[config.mk]
export PLATFORM = sky130hd
export DESIGN_NAME = sha_header_feeder
export DESIGN_NICKNAME = d
export VERILOG_FILES = /design/src/rtl/sha_header_feeder.sv
export SDC_FILE = /design/constraint.sdc
export NUM_CORES = 1
export LEC_CHECK = 0
export CORE_MARGIN = 5
export CORE_UTILIZATION = 45
export DETAILED_ROUTE_END_ITERATION = 16
export SLEW_MARGIN = 10
export SYNTH_ARGS = -nofsm -noshare
export SYNTH_HDL_FRONTEND = slang
export SYNTH_SLANG_ARGS = --single-unit
[constraint.sdc]
create_clock -name clk -period 3.5 [get_ports clk]
set_clock_uncertainty 0.05 [all_clocks]
set_input_delay 0.35 -clock clk [delete_from_list [all_inputs] [get_ports clk]]
set_output_delay 0.35 -clock clk [all_outputs]
set_load 0.01 [all_outputs]
[src/rtl/sha_header_feeder.sv]
// ---------------------------------------------------------------------------
// sha_header_feeder
//  Upstream stage of sha_simple_core for the mining datapath. Loads one
//  80-byte block header (20 x 32-bit words, word 19 = starting nonce), then
//  sweeps the nonce up to nonce_end, issuing one double-block hash job every
//  2**CYCLESWIDTH cycles. Each job is started with a one-cycle core_rst and
//  fed the padded message words on M. The nonce of the job whose hash is
//  currently on the core output is presented on result_nonce with
//  result_valid.
//
//  Ports
//   clk, rst_n            clock, asynchronous active-low reset
//   hdr_valid/hdr_ready   header word handshake, hdr_word carries the word
//   nonce_end             last nonce of the sweep, sampled with word 19
//   abort                 abandon the sweep, return to IDLE next cycle
//   core_rst, M           control and message stream to sha_simple_core
//   result_valid/_nonce   core hash valid and the nonce that produced it
//   busy, done            sweep in progress / final result pulse
// ---------------------------------------------------------------------------
module sha_header_feeder #(
  parameter int CYCLESWIDTH = 7,
  parameter int HDR_WORDS   = 20
) (
  input  logic        clk,
  input  logic        rst_n,
  input  logic        hdr_valid,
  input  logic [31:0] hdr_word,
  output logic        hdr_ready,
  input  logic [31:0] nonce_end,
  input  logic        abort,
  output logic        core_rst,
  output logic [31:0] M,
  output logic        result_valid,
  output logic [31:0] result_nonce,
  output logic        busy,
  output logic        done
);

  localparam int IDX_W = $clog2(HDR_WORDS);

  typedef enum logic [1:0] {S_IDLE, S_LOAD, S_RUN, S_DRAIN} state_t;

  state_t                 state_q, state_d;
  logic [IDX_W-1:0]       idx_q, idx_d;
  logic [CYCLESWIDTH-1:0] t_q, t_d;
  logic [31:0]            nonce_q, nonce_d;
  logic [31:0]            end_q, end_d;
  logic [31:0]            tag_q, tag_d;
  logic                   first_q, first_d;
  logic [31:0]            hdr_q [HDR_WORDS];
  logic [31:0]            hdr_d [HDR_WORDS];

  logic t_zero;
  logic t_last;
  logic last_word;

  assign t_zero    = (t_q == '0);
  assign t_last    = (t_q == '1);
  assign last_word = (idx_q == IDX_W'(HDR_WORDS - 1));

  always_comb begin
    state_d = state_q;
    idx_d   = idx_q;
    t_d     = t_q;
    nonce_d = nonce_q;
    end_d   = end_q;
    tag_d   = tag_q;
    first_d = first_q;
    hdr_d   = hdr_q;
    if (abort) begin
      // Abort overrides everything, including a simultaneous word-19 transfer.
      state_d = S_IDLE;
      idx_d   = '0;
      t_d     = '0;
      nonce_d = '0;
      end_d   = '0;
      tag_d   = '0;
      first_d = 1'b0;
    end else begin
      case (state_q)
        S_IDLE: begin
          state_d = S_LOAD;
          idx_d   = '0;
          t_d     = '0;
        end
        S_LOAD: begin
          if (hdr_valid) begin
            hdr_d[idx_q] = hdr_word;
            if (last_word) begin
              nonce_d = hdr_word;
              end_d   = nonce_end;
              t_d     = '0;
              idx_d   = '0;
              first_d = 1'b1;
              state_d = S_RUN;
            end else begin
              idx_d = idx_q + 1'b1;
            end
          end
        end
        S_RUN: begin
          t_d = t_q + 1'b1;
          // No result is pending at the first job start of a sweep.
          if (t_zero) first_d = 1'b0;
          if (t_last) begin
            tag_d = nonce_q;
            if (nonce_q == end_q) state_d = S_DRAIN;
            else                  nonce_d = nonce_q + 32'd1;
          end
        end
        S_DRAIN: begin
          t_d = t_q + 1'b1;
          if (t_zero) begin
            state_d = S_IDLE;
            tag_d   = '0;
          end
        end
        default: state_d = S_IDLE;
      endcase
    end
  end

  always_ff @(posedge clk or negedge rst_n) begin
    if (!rst_n) begin
      state_q <= S_IDLE;
      idx_q   <= '0;
      t_q     <= '0;
      nonce_q <= '0;
      end_q   <= '0;
      tag_q   <= '0;
      first_q <= 1'b0;
    end else begin
      state_q <= state_d;
      idx_q   <= idx_d;
      t_q     <= t_d;
      nonce_q <= nonce_d;
      end_q   <= end_d;
      tag_q   <= tag_d;
      first_q <= first_d;
    end
  end

  // Header storage is pure data; it is always written before it is read.
  always_ff @(posedge clk) begin
    hdr_q <= hdr_d;
  end

  always_comb begin
    hdr_ready    = (state_q == S_LOAD);
    busy         = (state_q == S_RUN) || (state_q == S_DRAIN);
    core_rst     = (state_q == S_RUN) && t_zero;
    result_valid = t_zero && (((state_q == S_RUN) && !first_q) || (state_q == S_DRAIN));
    done         = (state_q == S_DRAIN) && t_zero && !abort;
    result_nonce = tag_q;
    // Block 1 carries header words 0..15; block 2 carries words 16..18, the
    // live nonce, then SHA-256 padding for a 640-bit message.
    M = '0;
    if (state_q == S_RUN) begin
      if (t_q < CYCLESWIDTH'(16))
        M = hdr_q[IDX_W'(t_q[3:0])];
      else if (t_q >= CYCLESWIDTH'(64) && t_q <= CYCLESWIDTH'(66))
        M = hdr_q[IDX_W'(16) + IDX_W'(t_q[1:0])];
      else if (t_q == CYCLESWIDTH'(67))
        M = nonce_q;
      else if (t_q == CYCLESWIDTH'(68))
        M = 32'h8000_0000;
      else if (t_q == CYCLESWIDTH'(79))
        M = 32'h0000_0280;
    end
  end

endmodule

==> metrics.md <==
| Metric | Value |
|---|---|
| Reg2reg path depth | 7 |
| Post-Route WL | approximately 86000 um |
| P_sw | roughly 0.0057 W |
| Crit Path Max Fanout | 16 |
| Routed vias/inst | 6.12 |
| CP Cell Sequence | buf_12 -> buf_12 -> bufbuf_16 -> mux4_2 -> a221oi_2 -> nor3_1 -> dlygate4sd2_1 |
| Synth async-reset ratio | between 10 and 15% |
| Worst-Margin Slew | 0.968 ns |
| CP required | 3.10 ns |
| Grt total ovfl | 0 |
| Yosys warning count | 0 |
| WL per Instance | 28.7 um |
| Root buf cell | clkbuf_16 |
| Share of power burned in registers | 45.0% |
| Worst skew pair latency | 0.61 ns |
| Peak supply drop | around 0.00043 V |
| CP arrival | ~3.0 ns |
| Post-synth EDFFs | 639 |
| Setup CP Type | register to output port |
| Detail Placement HPWL | between 50000 and 60000 um |
| Pin count of the biggest net entering global routing | 74 |
| Placed cell area | 0.0344 mm2 |
| Port-buffer cells | between 100 and 150 |
| Vias | 18300 |
| Pwr/cell area | 594 mW/mm2 |
| Avg Inst Size Synth | 17.1 um2 |
| Maximum capacitance violations | 0 |
| Final net count | 2130 |
| Starting DRT DRC Count | approximately 2400 |
| Core Region | 0.0675 mm2 |
| Outcome | completed |
| Worst Hold Class | input port to asynchronous set/reset pin |
| Die height | between 200 and 300 um |
| Cell area after layout | ~0.037 mm2 |
| Reg2reg end | nonce_q[26]$_DFFE_PN0P_ |
| Reg2reg start | t_q[2]$_DFFE_PN0P_ |
| Die area | 0.0737 mm2 |
| Antenna violations before repair | 3 |
| Fin crit period | 3.42 ns |
| CP peak stage delay | between 0.5 and 0.6 ns |
| Most used cell, CP | buf_12 |
| I/O pin count | between 100 and 150 |
| CTS Buf Count | 76 |
| Post-synth top flop | edfxtp_1 |
| Maximum clock frequency | 293 MHz |
| Slew HR | 35.3% |
| Count of cell types in the netlist | 69 |
| Syn Nets | 1878 |
| Synth Cell Area | 0.0308 mm2 |
| Share of layout cells above drive strength 1 | 24.8% |
| Final hold vios | 0 |
| Clk pwr share | between 30% and 40% |
| R2R Setup Slk | 0.48 ns |
| CTS H-tree lvls | 3 |
| Number of global-route vias before repair | roughly 18000 |
| Maximum root-to-sink buffer count | 3 |
| Internal | 0.0166 W |
| Gate Count Post-Synth | 1799 |
| GPL Wtd Cong | 0.920 |
| RSZ-0062 raised after global routing | true |
| Count of final max-slew check failures | 0 |
| Seq/Total Area, Yosys | 71.4% |
| Synth Register Bits | 750 |
| Cell family with the largest share of critical-path delay | buffers and inverters |
| Drt drc | 0 |
| CTS tree | built |
| Leakage | roughly 13 nW |
| Share of power burned in combinational logic | 19.2% |
| Switching Share | 25.5% |
| Post-Layout Cell Count | slightly below 3000 |
| First-pass detailed-route iteration total | 6 |
| Final count of negative-setup-slack endpoints | 0 |
| Worst Setup End Kind | output port |
| Worst path slowest cell | mux4_2 |
| Total track usage | 23.0% |
| Fin crit share | 97.6% |
| Die width | 272 um |
| Crit start category | register |
| P&R area growth vs syn | 21.4% |
| Initial core utilization | between 40% and 50% |
| Worst-path clk slew | 0.06 ns |
| Final antenna-violating net count | 0 |
| Placed cell count | around 2800 |
| CTS sink count | 750 |
| WP buf/inv | 4 |
| Site Rows | 95 |
| Global-route wire length before repair | about 130000 um |
cell usage in the layout (no fill, tap or decap), drive strengths merged, types with 6 or more instances in the layout:
master and count:
mux4 134, o21ai 55, clkinv 21, a311oi 20, nor2 74, dfrtp 111
mux2 10, inv 23, a22oi 22, o311ai 8, clkdlybuf4s50 103, edfxtp 639
nor4 12, a221oi 49, nand2b 31, and2 7, and3 7, buf 168
o211ai 6, nand4 18, dlygate4sd2 10, ha 11, mux2i 80, nand2 115
a22o 33, clkbuf 115, a21oi 27, xor2 35, o31ai 13, nand3 23
nor3 45
worst max-delay path by stage:
stage                                 startpoint  slack [ns]                   end  cells past startpoint
after floorplan           state_q[1]$_DFFE_PN0P_        0.37  hdr_q[128]$_DFFE_PP_                      6
after global placement        t_q[0]$_DFFE_PN0P_        0.17                 M[25]                      9
after detailed placement      t_q[0]$_DFFE_PN0P_        0.19                 M[25]                      8
after CTS                     t_q[0]$_DFFE_PN0P_       -0.05                  M[5]                      9
after global routing          t_q[0]$_DFFE_PN0P_       -0.01                 M[30]                     10
final                         t_q[0]$_DFFE_PN0P_        0.08                  M[8]                      7
metal layers:
layer	global-route usage, %	part of all wire (%)	up-vias
met3	4.26	7.8	154
met5	0	0	-
met4	8.48	3.8	0
met2	36.2	46	854
met1	32.5	42	9484
li1	-	-	7766
Yosys cell counts, types with 5 or more instances:
cell	n	area [um2]
inv_1	16	60.1
o31ai_1	13	97.6
a32oi_1	5	43.8
a311oi_1	20	175
nand4_1	17	106
mux2_2	10	113
a21oi_1	27	135
buf_4	6	45.0
nor2_1	73	274
ha_1	11	138
o21ai_0	52	260
edfxtp_1	639	19200
nor4_1	10	62.6
nand3_1	23	115
o211ai_1	6	45.0
mux2i_1	80	801
a32o_1	5	50.1
mux4_2	134	3020
a22o_1	33	289
and2_1	7	43.8
o41ai_1	5	43.8
a221oi_1	49	429
nor3_1	43	215
nand2_1	115	432
buf_2	34	170
dfrtp_1	111	2780
o311ai_0	8	70.1
and3_1	7	43.8
a22oi_1	22	165
clkbuf_1	83	312
xor2_1	35	307
nand2b_1	31	194
kinds of logic after synthesis:
group	count (synthesis)	share of synthesized area (%)
AOI/OAI and AO/OA	281	6.86
xor gates and xnor gates	35	0.996
adders and majority gates	11	0.447
buffers and inverters	146	2.04
DFF	750	71.4
muxes	224	12.8
and+or+nand+nor	352	5.52
power groups by stage:
| stage | combinational [W] | clock (W) | sequential (W) |
|---|---|---|---|
| 2_1_floorplan | 0.00231 | 0 | 0.0101 |
| 3_3_place_gp | 0.00383 | 0 | 0.0102 |
| 3_5_place_dp | 0.00385 | 0 | 0.0102 |
| 4_1_cts | 0.00418 | 0.00806 | 0.0100 |
| 5_1_grt | 0.00455 | 0.00847 | 0.0100 |
| 6_report | 0.00427 | 0.00793 | 0.0100 |
area by class of cell:
| type | count | area (um2) |
|---|---|---|
| fill | 5202 | 30100 |
| sequential | 750 | 22000 |
| multi-input combinational | 903 | 8630 |
| timing repair buffer | 303 | 3170 |
| clock buffer | 102 | 2110 |
| tap | 873 | 1090 |
| clock inverter | 34 | 314 |
| inverter | 17 | 63.8 |
| antenna | 2 | 5.00 |
through the flow:
step | total power (W) | setup slack (ns) | util [%] | hold slack [ns] | setup TNS (ns)
after detailed placement | 0.0140 | 0.186 | 50.9 | 0.336 | 0
after CTS | 0.0222 | -0.0502 | 55.1 | 0.228 | -0.0564
after global routing | 0.0230 | -0.0118 | 55.3 | 0.273 | -0.0416
final | 0.0222 | 0.0831 | 55.3 | 0.232 | 0
after floorplan | 0.0125 | 0.367 | - | 0.00441 | 0
after global placement | 0.0140 | 0.172 | 50.9 | 0.345 | 0
registers in the layout (all words and copies together) (netlist names):
register	count
hdr_q	639
end_q	32
nonce_q	32
result_nonce	32
t_q	7
idx_q	5
state_q	2
first_q	1
repair_timing:
| action | 4_1_cts | 5_1_grt |
|---|---|---|
| cloned | 5 | 1 |
| setup buffers | 11 | 9 |
| endpoints found under the hold margin | 38 | 0 |
| pin swaps | 7 | 3 |
| setup endpoints to repair | 32 | 26 |
| hold buffers | 1 | 0 |
| gates resized for setup | 94 | 41 |
Power figures use the tool's default switching activity.
